[config.mk]
export PLATFORM = sky130hd
export DESIGN_NAME = pipe_control_flat
export DESIGN_NICKNAME = d
export VERILOG_FILES = /design/src/rtl/pipe_control_if.sv /design/src/rtl/pipe_control.sv /design/src/flat_wrapper.sv
export SDC_FILE = /design/constraint.sdc
export NUM_CORES = 1
export LEC_CHECK = 0
export CAP_MARGIN = 20
export CORE_MARGIN = 4
export CORE_UTILIZATION = 30
export CTS_CLUSTER_DIAMETER = 150
export DETAILED_ROUTE_END_ITERATION = 10
export DONT_BUFFER_PORTS = 1
export GPL_TIMING_DRIVEN = 0
export SLEW_MARGIN = 0
export SYNTH_ARGS = -nofsm -noshare
export SYNTH_HDL_FRONTEND = slang
export SYNTH_SLANG_ARGS = --single-unit
[constraint.sdc]
create_clock -name clock -period 2.76 [get_ports clock]
set_input_delay 0.552 -clock clock [delete_from_list [all_inputs] [get_ports clock]]
set_output_delay 0.552 -clock clock [all_outputs]
set_load 0.03 [all_outputs]
[src/rtl/pipe_control_if.sv]
// Fetch/hazard control bundle between the Y86-64 pipeline datapath and pipe_control.
interface pipe_control_if;
  // fetch stage
  logic [3:0]  f_icode;
  logic [63:0] f_valC;
  logic [63:0] f_valP;
  logic [1:0]  f_stat;
  // decode stage
  logic [3:0]  D_icode;
  logic [3:0]  d_srcA;
  logic [3:0]  d_srcB;
  // execute stage
  logic [3:0]  E_icode;
  logic [3:0]  E_dstM;
  logic        e_Cnd;
  // memory stage
  logic [3:0]  M_icode;
  logic        M_Cnd;
  logic [63:0] M_valA;
  logic [1:0]  m_stat;
  // writeback stage
  logic [3:0]  W_icode;
  logic [63:0] W_valM;
  logic [1:0]  W_stat;
  // controller outputs
  logic [63:0] f_pc;
  logic        F_stall;
  logic        D_stall;
  logic        D_bubble;
  logic        E_bubble;
  logic        M_bubble;
  logic        W_stall;
  logic        halted;
  logic [1:0]  cpu_stat;
  logic [31:0] cycle_count;

  modport master (
    output f_icode, f_valC, f_valP, f_stat, D_icode, d_srcA, d_srcB,
           E_icode, E_dstM, e_Cnd, M_icode, M_Cnd, M_valA, m_stat,
           W_icode, W_valM, W_stat,
    input  f_pc, F_stall, D_stall, D_bubble, E_bubble, M_bubble, W_stall,
           halted, cpu_stat, cycle_count
  );

  modport slave (
    input  f_icode, f_valC, f_valP, f_stat, D_icode, d_srcA, d_srcB,
           E_icode, E_dstM, e_Cnd, M_icode, M_Cnd, M_valA, m_stat,
           W_icode, W_valM, W_stat,
    output f_pc, F_stall, D_stall, D_bubble, E_bubble, M_bubble, W_stall,
           halted, cpu_stat, cycle_count
  );
endinterface

[src/rtl/pipe_control.sv]
// Y86-64 fetch sequencer and hazard controller.
//
//   state     | meaning
//   ----------+-----------------------------------------------------------
//   ST_RUN    | normal operation, hazard logic active, cycle counter runs
//   ST_HALTED | non-AOK status reached writeback; pipeline frozen until reset
module pipe_control #(
  parameter logic [63:0] RESET_PC = 64'h0
) (
  input  logic           clock,
  input  logic           reset_n,
  pipe_control_if.slave  bus
);

  localparam logic [3:0] I_JXX    = 4'h7;
  localparam logic [3:0] I_RET    = 4'h9;
  localparam logic [3:0] I_CALL   = 4'h8;
  localparam logic [3:0] I_MRMOVQ = 4'h5;
  localparam logic [3:0] I_POPQ   = 4'hB;
  localparam logic [3:0] R_NONE   = 4'hF;
  localparam logic [1:0] S_AOK    = 2'd0;

  typedef enum logic {ST_RUN = 1'b0, ST_HALTED = 1'b1} state_t;

  state_t      state_q, state_d;
  logic [63:0] pred_pc_q, pred_pc_d;
  logic [1:0]  cpu_stat_q, cpu_stat_d;
  logic [31:0] cycle_count_q, cycle_count_d;

  logic load_use;
  logic ret_pending;
  logic mispredict;
  logic w_err;

  assign load_use = ((bus.E_icode == I_MRMOVQ) || (bus.E_icode == I_POPQ)) &&
                    (bus.E_dstM != R_NONE) &&
                    ((bus.E_dstM == bus.d_srcA) || (bus.E_dstM == bus.d_srcB));
  assign ret_pending = (bus.D_icode == I_RET) || (bus.E_icode == I_RET) ||
                       (bus.M_icode == I_RET);
  assign mispredict = (bus.E_icode == I_JXX) && !bus.e_Cnd;
  assign w_err      = (bus.W_stat != S_AOK);

  // state register
  always_ff @(posedge clock or negedge reset_n) begin
    if (!reset_n) state_q <= ST_RUN;
    else          state_q <= state_d;
  end

  // next state: first faulting writeback freezes the machine for good
  always_comb begin
    state_d = state_q;
    if (state_q == ST_RUN && w_err) state_d = ST_HALTED;
  end

  // outputs: controls are forced quiet while reset is held so the datapath
  // sees a clean fetch of RESET_PC regardless of stale stage contents
  always_comb begin
    bus.f_pc     = pred_pc_q;
    bus.F_stall  = 1'b0;
    bus.D_stall  = 1'b0;
    bus.D_bubble = 1'b0;
    bus.E_bubble = 1'b0;
    bus.M_bubble = 1'b0;
    bus.W_stall  = 1'b0;
    if (!reset_n) begin
      bus.f_pc = RESET_PC;
    end else if (state_q == ST_RUN) begin
      if (bus.M_icode == I_JXX && !bus.M_Cnd) bus.f_pc = bus.M_valA;
      else if (bus.W_icode == I_RET)          bus.f_pc = bus.W_valM;
      bus.F_stall  = load_use || ret_pending;
      bus.D_stall  = load_use;
      bus.D_bubble = mispredict || (ret_pending && !load_use);
      bus.E_bubble = mispredict || load_use;
      bus.M_bubble = (bus.m_stat != S_AOK) || w_err;
      bus.W_stall  = w_err;
    end else begin
      bus.F_stall  = 1'b1;
      bus.D_stall  = 1'b1;
      bus.M_bubble = 1'b1;
      bus.W_stall  = 1'b1;
    end
  end

  assign bus.halted      = (state_q == ST_HALTED);
  assign bus.cpu_stat    = cpu_stat_q;
  assign bus.cycle_count = cycle_count_q;

  // datapath next values: predicted PC, captured status, run-cycle counter
  always_comb begin
    pred_pc_d     = pred_pc_q;
    cpu_stat_d    = cpu_stat_q;
    cycle_count_d = cycle_count_q;
    if (state_q == ST_RUN) begin
      // a faulting fetch holds predPC so nothing is fetched beyond the error
      if (!(load_use || ret_pending) && bus.f_stat == S_AOK) begin
        if (bus.f_icode == I_JXX || bus.f_icode == I_CALL) pred_pc_d = bus.f_valC;
        else                                                pred_pc_d = bus.f_valP;
      end
      if (w_err) cpu_stat_d    = bus.W_stat;
      else       cycle_count_d = cycle_count_q + 32'd1;
    end
  end

  // datapath registers
  always_ff @(posedge clock or negedge reset_n) begin
    if (!reset_n) begin
      pred_pc_q     <= RESET_PC;
      cpu_stat_q    <= S_AOK;
      cycle_count_q <= 32'd0;
    end else begin
      pred_pc_q     <= pred_pc_d;
      cpu_stat_q    <= cpu_stat_d;
      cycle_count_q <= cycle_count_d;
    end
  end

endmodule

[src/flat_wrapper.sv]
// flat-port wrapper written by rule: the top's interface ports become plain ports
module pipe_control_flat 
#(
  parameter logic [63:0] RESET_PC = 64'h0
)
  (clock, reset_n, bus_f_icode, bus_f_valC, bus_f_valP, bus_f_stat, bus_D_icode, bus_d_srcA, bus_d_srcB, bus_E_icode, bus_E_dstM, bus_e_Cnd, bus_M_icode, bus_M_Cnd, bus_M_valA, bus_m_stat, bus_W_icode, bus_W_valM, bus_W_stat, bus_f_pc, bus_F_stall, bus_D_stall, bus_D_bubble, bus_E_bubble, bus_M_bubble, bus_W_stall, bus_halted, bus_cpu_stat, bus_cycle_count);
  pipe_control_if bus_i ();
  input  logic clock;
  input  logic reset_n;
  input wire logic [$bits(bus_i.f_icode)-1:0] bus_f_icode;
  input wire logic [$bits(bus_i.f_valC)-1:0] bus_f_valC;
  input wire logic [$bits(bus_i.f_valP)-1:0] bus_f_valP;
  input wire logic [$bits(bus_i.f_stat)-1:0] bus_f_stat;
  input wire logic [$bits(bus_i.D_icode)-1:0] bus_D_icode;
  input wire logic [$bits(bus_i.d_srcA)-1:0] bus_d_srcA;
  input wire logic [$bits(bus_i.d_srcB)-1:0] bus_d_srcB;
  input wire logic [$bits(bus_i.E_icode)-1:0] bus_E_icode;
  input wire logic [$bits(bus_i.E_dstM)-1:0] bus_E_dstM;
  input wire logic [$bits(bus_i.e_Cnd)-1:0] bus_e_Cnd;
  input wire logic [$bits(bus_i.M_icode)-1:0] bus_M_icode;
  input wire logic [$bits(bus_i.M_Cnd)-1:0] bus_M_Cnd;
  input wire logic [$bits(bus_i.M_valA)-1:0] bus_M_valA;
  input wire logic [$bits(bus_i.m_stat)-1:0] bus_m_stat;
  input wire logic [$bits(bus_i.W_icode)-1:0] bus_W_icode;
  input wire logic [$bits(bus_i.W_valM)-1:0] bus_W_valM;
  input wire logic [$bits(bus_i.W_stat)-1:0] bus_W_stat;
  output wire logic [$bits(bus_i.f_pc)-1:0] bus_f_pc;
  output wire logic [$bits(bus_i.F_stall)-1:0] bus_F_stall;
  output wire logic [$bits(bus_i.D_stall)-1:0] bus_D_stall;
  output wire logic [$bits(bus_i.D_bubble)-1:0] bus_D_bubble;
  output wire logic [$bits(bus_i.E_bubble)-1:0] bus_E_bubble;
  output wire logic [$bits(bus_i.M_bubble)-1:0] bus_M_bubble;
  output wire logic [$bits(bus_i.W_stall)-1:0] bus_W_stall;
  output wire logic [$bits(bus_i.halted)-1:0] bus_halted;
  output wire logic [$bits(bus_i.cpu_stat)-1:0] bus_cpu_stat;
  output wire logic [$bits(bus_i.cycle_count)-1:0] bus_cycle_count;
  assign bus_i.f_icode = bus_f_icode;
  assign bus_i.f_valC = bus_f_valC;
  assign bus_i.f_valP = bus_f_valP;
  assign bus_i.f_stat = bus_f_stat;
  assign bus_i.D_icode = bus_D_icode;
  assign bus_i.d_srcA = bus_d_srcA;
  assign bus_i.d_srcB = bus_d_srcB;
  assign bus_i.E_icode = bus_E_icode;
  assign bus_i.E_dstM = bus_E_dstM;
  assign bus_i.e_Cnd = bus_e_Cnd;
  assign bus_i.M_icode = bus_M_icode;
  assign bus_i.M_Cnd = bus_M_Cnd;
  assign bus_i.M_valA = bus_M_valA;
  assign bus_i.m_stat = bus_m_stat;
  assign bus_i.W_icode = bus_W_icode;
  assign bus_i.W_valM = bus_W_valM;
  assign bus_i.W_stat = bus_W_stat;
  assign bus_f_pc = bus_i.f_pc;
  assign bus_F_stall = bus_i.F_stall;
  assign bus_D_stall = bus_i.D_stall;
  assign bus_D_bubble = bus_i.D_bubble;
  assign bus_E_bubble = bus_i.E_bubble;
  assign bus_M_bubble = bus_i.M_bubble;
  assign bus_W_stall = bus_i.W_stall;
  assign bus_halted = bus_i.halted;
  assign bus_cpu_stat = bus_i.cpu_stat;
  assign bus_cycle_count = bus_i.cycle_count;
  pipe_control #(.RESET_PC(RESET_PC)) u_core (.clock(clock), .reset_n(reset_n), .bus(bus_i));
endmodule
; ---- Word level (Yosys, flattened, before mapping)
; Cells that the tools add are included.
[classes]
n_mux = 17
eq_ne = 13
reduce_logical = 26
n_bitwise = 2
addsub = 1
[ops]
columns = cell, n
row1 = $mux 64, 5
row2 = $add 32x1->32 const B, 1
row3 = $eq 4x4->1 const B, 6
row4 = $eq 4x3->1 const B, 4
row5 = $mux 1, 12
row6 = $logic_or 1x1->1, 9
row7 = $eq 4x4->1, 2
row8 = $logic_and 1x1->1, 7
row9 = $reduce_and 2->1, 3
row10 = $logic_not 1->1, 4
row11 = $ne 4x4->1 const B, 1
row12 = $reduce_bool 2->1, 2
row13 = $logic_not 2->1, 1
row14 = $not 1->1, 2
[word_totals]
output_inout_bits = 105
regBits = 99
in_bits = 298
wordCells = 63

; ---- Depth between registers and ports, before layout
; Gate-level depths: netlist of run 1.
[depth]
depth_word = 9
mapped_depth = 8
mapped_depth_nobuf = 6

; ---- Worst setup path after synthesis of run 1
; OpenSTA, ideal clock, no wires.
[synth_timing]
path_type = input to output
startpoint = input port bus_E_icode[1]
endpoint = output port bus_E_bubble
t_arrival_ns = 2.126
stages = 6
slack_ns = 0.082
path_buffers = 3
required_time_ns = 2.208
path_cell_list = or3b_1 -> a221o_1 -> buf_2 -> buf_6 -> buf_6 -> a21oi_1
[synth_via]
elab_chain_cells = 7
elab_cells_between_ends = 10
classes_between = 3 x eq/ne / 2 x mux / 5 x reduce/logical
[synth_rtl]
columns = item, line_no
row1 = start: declaration, flat_wrapper.sv:17  ; input wire logic [$bits(bus_i.E_icode)-1:0] bus_E_icode;
row2 = $eq 4x3->1 or $eq 4x4->1 (tied branches), pipe_control.sv:35  ; assign load_use = ((bus.E_icode == I_MRMOVQ) || (bus.E_icode == I_POPQ)) &&
row3 = $logic_or 1x1->1, pipe_control.sv:35
row4 = $logic_and 1x1->1, pipe_control.sv:35
row5 = $logic_and 1x1->1, pipe_control.sv:36  ; (bus.E_dstM != R_NONE) &&
row6 = $logic_or 1x1->1 *, pipe_control.sv:73  ; bus.E_bubble = mispredict || load_use;
row7 = $mux 1 *, pipe_control.sv:67  ; end else if (state_q == ST_RUN) begin
row8 = $mux 1 *, pipe_control.sv:65  ; if (!reset_n) begin
row9 = end: declaration, flat_wrapper.sv:31  ; output wire logic [$bits(bus_i.E_bubble)-1:0] bus_E_bubble;
; Every way passes the cells marked *; elsewhere a longest branch is shown, timed or not.

; ---- Worst setup path in the final report of run 1
[layout_timing]
startpoint = input port bus_M_icode[2]
endpoint = output port bus_f_pc[3]
[layout_via]
elab_chain_cells = 5
[layout_rtl]
columns = item, line_no
row1 = start: declaration, flat_wrapper.sv:20  ; input wire logic [$bits(bus_i.M_icode)-1:0] bus_M_icode;
row2 = $eq 4x3->1, pipe_control.sv:68  ; if (bus.M_icode == I_JXX && !bus.M_Cnd) bus.f_pc = bus.M_valA;
row3 = $logic_and 1x1->1, pipe_control.sv:68
row4 = $mux 64, pipe_control.sv:68
row5 = $mux 64, pipe_control.sv:67
row6 = $mux 64, pipe_control.sv:65
row7 = end: declaration, flat_wrapper.sv:27  ; output wire logic [$bits(bus_i.f_pc)-1:0] bus_f_pc;
; Every way passes these cells.

==> results of run 1 <==
[cell type report]
class	count	area, µm²	share of cell area [%]
Sequential cell	99	2480	28.9
Inverter	4	15.0	0.175
Timing Repair Buffer	3	42.5	0.495
Buffer	70	457	5.32
Clock buffer	9	225	2.62
Clock inverter	7	88.8	1.03
Tap cell	319	399	4.65
Multi-Input combinational cell	644	4880	56.8
[what timing repair did]
action | 4_1_cts | 5_1_grt
setup endpoints to repair | 68 | 63
gates resized for setup | 115 | 51
pin swaps | 0 | 1
setup buffers | 2 | 0
hold endpoints to repair | 99 | 99
[critical path, stage by stage]
cell	delay [ns]
sky130_fd_sc_hd__nor4bb_1	0.12
sky130_fd_sc_hd__nand2_1	0.14
sky130_fd_sc_hd__buf_2	0.39
sky130_fd_sc_hd__buf_1	0.39
sky130_fd_sc_hd__o21ai_1	0.15
sky130_fd_sc_hd__a21oi_2	0.38
[path summary, 6_finish.rpt]
check                           slack [ns]                                      to                             startpoint  depth (start not counted)
max in group asynchronous             2.58        u_core.pred_pc_q[63]$_DFFE_PN0P_                                reset_n                          0
worst min-delay path                 -0.11        u_core.pred_pc_q[55]$_DFFE_PN0P_                                reset_n                          0
worst max register to register        0.57  u_core.bus.cycle_count[20]$_DFFE_PN0P_  u_core.bus.cycle_count[6]$_DFFE_PN0P_                          5
worst max-delay path                  0.07                             bus_f_pc[3]                         bus_M_icode[2]                          6
min in group clock                    0.33      u_core.bus.cpu_stat[0]$_DFFE_PN0P_                          bus_W_stat[0]                          2
worst min register to register        0.52        u_core.pred_pc_q[27]$_DFFE_PN0P_       u_core.pred_pc_q[27]$_DFFE_PN0P_                          2
[cell usage in the layout, fill, tap and decap left out, types with 7 or more instances in the layout]
master	n
sky130_fd_sc_hd__o21ai_1	128
sky130_fd_sc_hd__xnor2_1	30
sky130_fd_sc_hd__a21oi_4	94
sky130_fd_sc_hd__buf_12	7
sky130_fd_sc_hd__a21oi_1	68
sky130_fd_sc_hd__clkbuf_16	9
sky130_fd_sc_hd__mux2i_1	64
sky130_fd_sc_hd__and3_1	9
sky130_fd_sc_hd__clkbuf_2	21
sky130_fd_sc_hd__buf_2	17
sky130_fd_sc_hd__nand2_1	88
sky130_fd_sc_hd__dfrtp_1	98
sky130_fd_sc_hd__nand3_1	12
sky130_fd_sc_hd__clkbuf_1	14
sky130_fd_sc_hd__a21oi_2	33
sky130_fd_sc_hd__nor2_1	68
sky130_fd_sc_hd__nand4_1	8
sky130_fd_sc_hd__xor2_1	9
[routing by layer]
metal  vias up  GRT usage (%)  routed length (µm)
met4         0           5.73                 718
met3        30           5.84                2330
met1      3030           23.3               10600
met5         -              0                   0
li1       2917              -                   -
met2       311           33.6               13200
[flip-flops by register name (all words and copies together), names as in the netlist]
signal / flops
u_core.bus.cycle_count: 32
u_core.pred_pc_q: 64
u_core.bus.cpu_stat: 2
u_core.bus.halted: 1
[synthesized netlist by cell type (all sizes together) (2+ instances only)]
cell type	n	area, µm²
nor3	4	42.5
inv	3	11.3
nand3	12	60.1
a21boi	2	15.0
dfrtp	99	2480
and3	9	56.3
clkbuf	34	128
buf	36	282
nor4b	3	38.8
o21ai	128	641
nor2	68	255
and2	4	27.5
nand4	8	50.1
nand2	88	330
and4	4	35.0
a21oi	195	1540
nor4bb	4	40.0
xnor2	30	263
mux2i	64	641
xor2	9	78.8
[cell families (layout without fill, tap and decap cells)]
logic type / after synthesis / in the layout / share of synthesized area (%)
flip-flops: 99 / 99 / 34.7
AND/OR/NAND/NOR: 212 / 212 / 14.3
buffers and inverters: 74 / 93 / 5.94
AO/OA/AOI/OAI: 328 / 328 / 31.1
multiplexers: 64 / 64 / 8.97
XOR/XNOR: 39 / 39 / 4.78
adder cells (fa/ha/maj): 1 / 1 / 0.175
[through the flow]
stage	util (%)	std cells	cell area, µm²	worst slack [ns]	setup TNS [ns]
6_report	36.6	1155	8590	0.0666	0
5_1_grt	36.6	1155	8590	-0.00623	-0.00855
4_1_cts	35.8	1155	8390	-0.00307	-0.00595
3_5_place_dp	32.2	1137	7560	-0.874	-47.00
3_3_place_gp	32.1	1136	7540	-0.842	-45.73
2_1_floorplan	-	817	7140	0.0823	0
[power by group through the flow]
| stage | Sequential [W] | Combinational, W | Clock (W) |
|---|---|---|---|
| after global placement | 0.00163 | 0.000602 | 0 |
| after global routing | 0.00162 | 0.000722 | 0.00145 |
| after floorplan | 0.00161 | 0.000514 | 0 |
| after detailed placement | 0.00163 | 0.000613 | 0 |
| after CTS | 0.00160 | 0.000661 | 0.00138 |
| final | 0.00161 | 0.000677 | 0.00133 |
==> metrics, run 1 <==
outcome complete, but fails checks; violations in the final reports hold timing; pin count of the biggest net entering global routing 106; pins over their slew limit 0; peak ir drop on the vdd network 0.294 mV; Hold WS -0.114 ns; final worst path period share 97.6%; clock tree from TritonCTS done; endpoint type of the worst setup path output pin; antenna viol nets, final 0; Avg Vias per Cell 5.44; clock period minus worst slack 2.69 ns; count of max-cap constraint violations 0; CTS root buffer sky130_fd_sc_hd__clkbuf_16; flop and latch count out of synthesis 99; worst-case clock buffer depth 2; TritonCTS buffer count 9; number of rows created at floorplan 56; area of the placeable core 0.0235 mm²; detailed-router iteration count before antenna repair 4; Yosys warning total 0; Nets 1130; Fmax achieved 371 MHz; die area 0.0263 mm²; ratio of cells with drive above 1 in the final layout 25.2%; Reg clk slew, reported paths 0.08 ns; final routed wirelength across all metal layers 26900 µm; combinational share of power 18.7%; library cells used by synthesis 44; number of antenna violations at the first check in global routing 0; number of global-route vias before repair 6551; DRC viols 0; leakage power of the design 3.53 nW; Reg power frac 44.4%; fill cell total of the finished layout 2378; power density over the cells 421 mW/mm²; Avg Synthesized Cell Area 8.74 µm²; Layout area overhead 20.2%; total number of vias 6288; maximum fanout encountered on the critical timing path 10; worst hold path type in2async; maximum level of the CTS H-tree 3; total chip power 0.00361 W; worst setup path category in2out; Max-Slew Margin vs Limit 59.3%; wire length of the first global-routing pass 39200 µm; relative contribution of the clock network to total power 36.8%; net count after synthesis 1116; total congestion overflow 0; number of failing setup endpoints in the final timing report 0; Switch Pwr 0.00119 W; Data required, critical path 2.21 ns; I/O pin cnt 403; overall routing resource usage 19.4%; # port buffers 0; Fin. Hold Viols 99; number of enable-type register cells in the synthesized netlist 0; post-synthesis instance area 0.00714 mm²; Starting Density 30.4%; worst clock skew 0.0112 ns; crit path DAT 2.14 ns; drt first-iter violations 262; Avg WL per Cell 23.3 µm; Internal 0.00243 W; kind of start point of the critical path input port; proportion of synthesized flip-flops having asynchronous set or reset 100%; estimated wirelength of the detail-placed design 20800 µm; Die Span X 162 µm; switching power as a share of total power 32.9%; synthesized netlist cell count 817; final weighted congestion in routability-driven placement 0.813; slew at the pin with the worst max-slew slack 0.602 ns; Clock Latency Late Sink 0.35 ns; clock sinks 99; primary flip-flop cell chosen by synthesis mapping sky130_fd_sc_hd__dfrtp_1; count of inserted antenna diode cells 0; sequential element share of the synthesized area 34.7%; Die Span Y 162 µm
(Power assumes the default switching activity.)
==> run 2, diff against run 1 <==
- CAP_MARGIN: 20 -> 25
- CTS_CLUSTER_SIZE: unset -> 30
- GPL_TIMING_DRIVEN: 0 -> unset
==> run 2 against run 1 <==
Against the previous run: the run still ends with hold timing left; combinational power is 3% lower; critical path depth is 2 higher; utilization is 1.5 points lower; critical endpoint is now bus_f_pc[30]; highest routed layer unchanged.
==> metrics, run 2 (synthesis results as in run 1) <==
cell area after layout 0.00823 mm² (was 0.00859 mm²); Die Span Y 162 µm (unchanged); leakage power of the design 3.68 nW (was 3.53 nW); Worst path most repeated cell sky130_fd_sc_hd__buf_4; Internal 0.00245 W (was 0.00243 W); Max-Slew Margin vs Limit 64.0% (was 59.3%); Nets 1143 (was 1130); CTS root buffer sky130_fd_sc_hd__clkbuf_16 (unchanged); area of the placeable core 0.0235 mm² (unchanged); Fin. Hold Viols 99 (unchanged); clock tree from TritonCTS done (unchanged); Fmax achieved 380 MHz (was 371 MHz); Avg Vias per Cell 5.25 (was 5.44); kind of start point of the critical path input port (unchanged); most common library cell in the layout ignoring fill and taps sky130_fd_sc_hd__a21oi_1 (was sky130_fd_sc_hd__o21ai_1); Multi-input gate area 0.00429 mm² (was 0.00488 mm²); I/O pin cnt 403 (unchanged); count of inserted antenna diode cells 0 (unchanged); number of antenna violations at the first check in global routing 0 (unchanged); ratio of cells with drive above 1 in the final layout 20.7% (was 25.2%); fill cell total of the finished layout 2434 (was 2378); register containing the most flip-flops in the final layout u_core.pred_pc_q (unchanged); die area 0.0263 mm² (unchanged); final routed wirelength across all metal layers 23200 µm (was 26900 µm); Reg power frac 45.1% (was 44.4%); peak ir drop on the vdd network 0.278 mV (was 0.294 mV); worst hold path type in2async (unchanged); stage delay of the slowest cell on the critical path 0.34 ns (was 0.39 ns); switching power as a share of total power 30.9% (was 32.9%); r2r worst-path depth 5 (unchanged); DRC viols 0 (unchanged); # port buffers 0 (unchanged); drt first-iter violations 283 (was 262); Clock Latency Late Sink 0.36 ns (was 0.35 ns); Hold WS -0.109 ns (was -0.114 ns); detailed-router iteration count before antenna repair 5 (was 4); post-CTS repair timing setup buffer count 0 (was 2); Starting Density 30.4% (unchanged); worst clock skew 0.0160 ns (was 0.0112 ns); final weighted congestion in routability-driven placement 0.800 (was 0.813); final worst path period share 95.3% (was 97.6%); Reg clk slew, reported paths 0.08 ns (about the same); TritonCTS buffer count 9 (unchanged); r2r endpoint u_core.bus.cycle_count[20]$_DFFE_PN0P_ (unchanged); worst setup path category in2out (unchanged); Die Span X 162 µm (unchanged); RSZ-0062 raised after global routing no; number of failing setup endpoints in the final timing report 0 (unchanged); flip-flop count of the largest register after layout 64 (unchanged); maximum level of the CTS H-tree 3 (unchanged); Register-to-Register Setup Slack 0.62 ns (was 0.57 ns); total congestion overflow 0 (unchanged); clock period minus worst slack 2.63 ns (was 2.69 ns); maximum fanout encountered on the critical timing path 39 (was 10); count of max-cap constraint violations 0 (unchanged); number of non-filler instances in the completed layout 1168 (was 1155); slew at the pin with the worst max-slew slack 0.539 ns (was 0.602 ns); Layout area overhead 15.3% (was 20.2%); Switch Pwr 0.00110 W (was 0.00119 W); wire length of the first global-routing pass 34500 µm (was 39200 µm); antenna viol nets, final 0 (unchanged); Seq. cell area 0.00248 mm² (about the same); outcome complete, but fails checks (unchanged); overall routing resource usage 16.6% (was 19.4%); worst-case clock buffer depth 2 (unchanged); violations in the final reports hold timing (unchanged); Data required, critical path 2.21 ns (about the same); final sum of negative setup slack 0 ns (unchanged); pin count of the biggest net entering global routing 169 (was 106); clock sinks 99 (unchanged); crit path DAT 2.08 ns (was 2.14 ns); endpoint type of the worst setup path output pin (unchanged); relative contribution of the clock network to total power 36.3% (was 36.8%); leading cell types in the layout, fill and taps excluded 134 x sky130_fd_sc_hd__a21oi_1, 128 x sky130_fd_sc_hd__o21ai_1, 99 x sky130_fd_sc_hd__dfrtp_1 (was 128 x sky130_fd_sc_hd__o21ai_1, 98 x sky130_fd_sc_hd__dfrtp_1, 94 x sky130_fd_sc_hd__a21oi_4); number of rows created at floorplan 56 (unchanged); power density over the cells 431 mW/mm² (was 421 mW/mm²); estimated wirelength of the detail-placed design 17400 µm (was 20800 µm); critical register-to-register path startpoint u_core.bus.cycle_count[6]$_DFFE_PN0P_ (unchanged); total cell area at the placement stage 0.00793 mm² (was 0.00756 mm²); cell with the largest stage delay on the worst path sky130_fd_sc_hd__nor4bb_1 (was sky130_fd_sc_hd__buf_2); critical path, cell by cell nor4bb_1 > buf_4 > nand2_4 > a21oi_4 > buf_12 > o21ai_1 > a21oi_1 > buf_4 (was nor4bb_1 > nand2_1 > buf_2 > buf_1 > o21ai_1 > a21oi_2); number of placed instances, taps included 1152 (was 1137); combinational share of power 18.6% (was 18.7%); pins over their slew limit 0 (unchanged); Avg WL per Cell 19.9 µm (was 23.3 µm); number of global-route vias before repair 6214 (was 6551); total number of vias 6130 (was 6288)
-- run 2: cell types whose count changed in the layout (fill, tap and decap cells not counted), moves of 2 or more --
cell | previous run | this run
sky130_fd_sc_hd__clkbuf_4 | 3 | 0
sky130_fd_sc_hd__buf_2 | 17 | 0
sky130_fd_sc_hd__buf_4 | 4 | 78
sky130_fd_sc_hd__buf_6 | 2 | 0
sky130_fd_sc_hd__buf_1 | 3 | 0
sky130_fd_sc_hd__a21oi_4 | 94 | 46
sky130_fd_sc_hd__buf_8 | 2 | 0
sky130_fd_sc_hd__clkbuf_2 | 21 | 0
sky130_fd_sc_hd__a21boi_1 | 0 | 2
sky130_fd_sc_hd__a21boi_4 | 2 | 0
sky130_fd_sc_hd__a21oi_1 | 68 | 134
sky130_fd_sc_hd__a21oi_2 | 33 | 15
sky130_fd_sc_hd__clkbuf_1 | 14 | 0
-- run 2: cell type report --
class,instances,area share (%)
clock buffers,9,2.74
clock inverters,7,0.957
inverters,4,0.213
multi-input cells,644,52.1
flip-flops and latches,99,30.1
well taps,319,4.85
repair buffers,86,9.06
-- run 2: per-layer routing --
metal	vias to the layer above	global-route usage (%)	wire length (µm)	share of wire [%]
met2	274	29.0	11600	50
met3	17	5.35	2070	8.9
li1	2943	-	-	-
met5	-	0	0	0
met1	2896	19.9	9270	40
met4	0	3.73	283	1.2
-- run 2: timing repair --
| item | in CTS | in global routing |
|---|---|---|
| resized for setup | 0 | 2 |
| hold endpoints to repair | 99 | 99 |
| setup endpoints to repair | 0 | 1 |
-- run 2: worst max-delay path, delay by kind of cell --
| kind | cells | cell delay [ns] |
|---|---|---|
| compound gates | 3 | 0.46 |
| simple gates | 2 | 0.42 |
| buf+inv | 3 | 0.61 |
-- run 2: power groups by stage --
| stage | registers [W] | clock network (W) | logic, W |
|---|---|---|---|
| floorplan | 0.00161 | 0 | 0.000514 |
| global placement | 0.00163 | 0 | 0.000656 |
| detailed placement | 0.00163 | 0 | 0.000665 |
| CTS | 0.00160 | 0.00136 | 0.000666 |
| global route | 0.00161 | 0.00140 | 0.000710 |
| finish | 0.00160 | 0.00129 | 0.000659 |
-- run 2: worst max-delay path by stage --
stage	startpoint	end	cells after the start
after floorplan	bus_E_icode[1]	bus_E_bubble	6
after global placement	bus_M_icode[3]	bus_f_pc[30]	8
after detailed placement	bus_M_icode[3]	bus_f_pc[30]	8
after CTS	u_core.bus.halted$_DFFE_PN0P_	bus_f_pc[30]	4
after global routing	bus_M_icode[3]	bus_f_pc[30]	8
final	bus_M_icode[3]	bus_f_pc[30]	8
-- run 2: through the flow --
stage	utilization, %	setup slack [ns]	total power, W
floorplan	-	0.0823	0.00213
CTS	35.1	0.0563	0.00363
global route	35.1	0.00946	0.00373
detailed placement	33.8	0.0825	0.00229
global placement	33.8	0.110	0.00229
finish	35.1	0.129	0.00355
==> run 3, diff against run 2 <==
- CORE_MARGIN: 4 -> 2
==> run 3 against run 2 <==
Against the previous run: the flow still finishes with violations (hold timing); die area decreased by 4.9%; clock skew decreased by 0.0021 ns; routed wire length decreased by 0.90%; largest cell class unchanged.
==> metrics, run 3 (synthesis results as in run 1) <==
overall routing resource usage 17.4% (was 16.6%); total cell area at the placement stage 0.00798 mm² (was 0.00793 mm²); RSZ-0062 raised after global routing no (unchanged); Reg clk slew, reported paths 0.08 ns (about the same); clock sinks 99 (unchanged); drt first-iter violations 273 (was 283); maximum level of the CTS H-tree 3 (unchanged); final routed wirelength across all metal layers 23000 µm (was 23200 µm); estimated wirelength of the detail-placed design 17100 µm (was 17400 µm); worst hold path type in2async (unchanged); antenna viol nets, final 0 (unchanged); maximum fanout encountered on the critical timing path 44 (was 39); Nets 1146 (was 1143); ratio of cells with drive above 1 in the final layout 21.0% (was 20.7%); number of non-filler instances in the completed layout 1171 (was 1168); Avg Vias per Cell 5.21 (was 5.25); met3 usage in global routing 3.73% (was 5.35%); total chip power 0.00361 W (was 0.00355 W); number of antenna violations at the first check in global routing 2 (was 0); clock tree from TritonCTS done (unchanged); count of inserted antenna diode cells 0 (unchanged); final weighted congestion in routability-driven placement 0.779 (was 0.800); flip-flop count of the largest register after layout 64 (unchanged); peak ir drop on the vdd network 0.265 mV (was 0.278 mV); worst-case clock buffer depth 2 (unchanged); violations in the final reports hold timing (unchanged); CTS root buffer sky130_fd_sc_hd__clkbuf_16 (unchanged); crit path DAT 2.01 ns (was 2.08 ns); power density over the cells 435 mW/mm² (was 431 mW/mm²); Die Span Y 158 µm (was 162 µm); GR Util met2 29.4% (was 29.0%); number of gates given a new drive strength after cts 0 (unchanged); # port buffers 0 (unchanged); leakage power of the design 3.71 nW (was 3.68 nW); Data required, critical path 2.21 ns (about the same); TritonCTS buffer count 9 (unchanged); kind of start point of the critical path input port (unchanged); leading cell types in the layout, fill and taps excluded 134 x sky130_fd_sc_hd__a21oi_1, 128 x sky130_fd_sc_hd__o21ai_1, 99 x sky130_fd_sc_hd__dfrtp_1 (unchanged); Hold WS -0.110 ns (was -0.109 ns); number of rows created at floorplan 56 (unchanged); total congestion overflow 0 (unchanged); cell area after layout 0.00829 mm² (was 0.00823 mm²); worst setup path category in2out (unchanged); Fin. Hold Viols 99 (unchanged); number of global-route vias before repair 5851 (was 6214); grt met1 use 22.8% (was 19.9%); total number of vias 6096 (was 6130); Setup Slack @ Placement 0.234 ns (was 0.0825 ns); Die Span X 158 µm (was 162 µm); count of max-cap constraint violations 0 (unchanged); I/O pin cnt 403 (unchanged); die area 0.0251 mm² (was 0.0263 mm²); final worst path period share 92.8% (was 95.3%); pin count of the biggest net entering global routing 169 (unchanged); Clock Latency Late Sink 0.36 ns (about the same); worst clock skew 0.0139 ns (was 0.0160 ns); post-CTS repair timing setup buffer count 0 (unchanged); slew at the pin with the worst max-slew slack 0.753 ns (was 0.539 ns); DRC viols 0 (unchanged); endpoint type of the worst setup path output pin (unchanged); most common library cell in the layout ignoring fill and taps sky130_fd_sc_hd__a21oi_1 (unchanged); clock period minus worst slack 2.56 ns (was 2.63 ns); Fmax achieved 390 MHz (was 380 MHz); setup slack after layout 0.199 ns (was 0.129 ns); outcome complete, but fails checks (unchanged); final sum of negative setup slack 0 ns (unchanged); pins over their slew limit 0 (unchanged); Max-Slew Margin vs Limit 49.1% (was 64.0%); number of placed instances, taps included 1155 (was 1152); peak-usage layer in the global routing report met2 (unchanged); detailed-router iteration count before antenna repair 4 (was 5); fill cell total of the finished layout 2473 (was 2434); Layout area overhead 16.1% (was 15.3%); number of failing setup endpoints in the final timing report 0 (unchanged); area of the placeable core 0.0234 mm² (was 0.0235 mm²); Avg WL per Cell 19.6 µm (was 19.9 µm); wire length of the first global-routing pass 33200 µm (was 34500 µm); Starting Density 30.5% (was 30.4%); register containing the most flip-flops in the final layout u_core.pred_pc_q (unchanged)
## run 3: final cells by class
type	instances	area (µm²)	area share (%)
inverters	4	15.0	0.181
clock buffers	9	225	2.72
multi-input cells	644	4290	51.7
repair buffers	89	793	9.56
clock inverters	7	93.8	1.13
flip-flops and latches	99	2480	29.9
well taps	319	399	4.81
## run 3: metrics by stage
step / hold slack (ns) / util [%]
floorplan: 0.256 / -
global placement: 0.262 / 34.1
detailed placement: 0.261 / 34.1
CTS: -0.132 / 35.4
global route: -0.137 / 35.4
finish: -0.110 / 35.4
## run 3: worst max-delay path, cell delays in order
cell	delay (ns)
sky130_fd_sc_hd__nor4bb_1	0.27
sky130_fd_sc_hd__buf_4	0.17
sky130_fd_sc_hd__nand2_4	0.07
sky130_fd_sc_hd__a21oi_4	0.16
sky130_fd_sc_hd__buf_12	0.24
sky130_fd_sc_hd__buf_4	0.16
sky130_fd_sc_hd__o21ai_1	0.05
sky130_fd_sc_hd__a21oi_1	0.12
sky130_fd_sc_hd__buf_4	0.18
## run 3: metal layers
layer  wire [µm]  part of all wire, %  up-vias
met1       10100                   44     2871
met2       11100                   48      264
met5           0                    0        -
met4         243                  1.1        0
li1            -                    -     2943
met3        1610                  7.0       18
## run 3: worst paths after layout
check	depth (start not counted)	from	slack (ns)	to
min	0	reset_n	-0.11	u_core.pred_pc_q[59]$_DFFE_PN0P_
max	9	bus_M_icode[3]	0.20	bus_f_pc[44]
min in group clock	2	bus_W_stat[1]	0.33	u_core.bus.cpu_stat[1]$_DFFE_PN0P_
max in group asynchronous	0	reset_n	2.68	u_core.pred_pc_q[21]$_DFFE_PN0P_
max reg2reg	5	u_core.bus.cycle_count[6]$_DFFE_PN0P_	0.69	u_core.bus.cycle_count[20]$_DFFE_PN0P_
min reg2reg	2	u_core.pred_pc_q[15]$_DFFE_PN0P_	0.52	u_core.pred_pc_q[15]$_DFFE_PN0P_
## run 3: report_power, final
part	switching [W]	internal (W)
registers	0.0000655	0.00154
clock network	0.000687	0.000656
logic	0.000388	0.000270
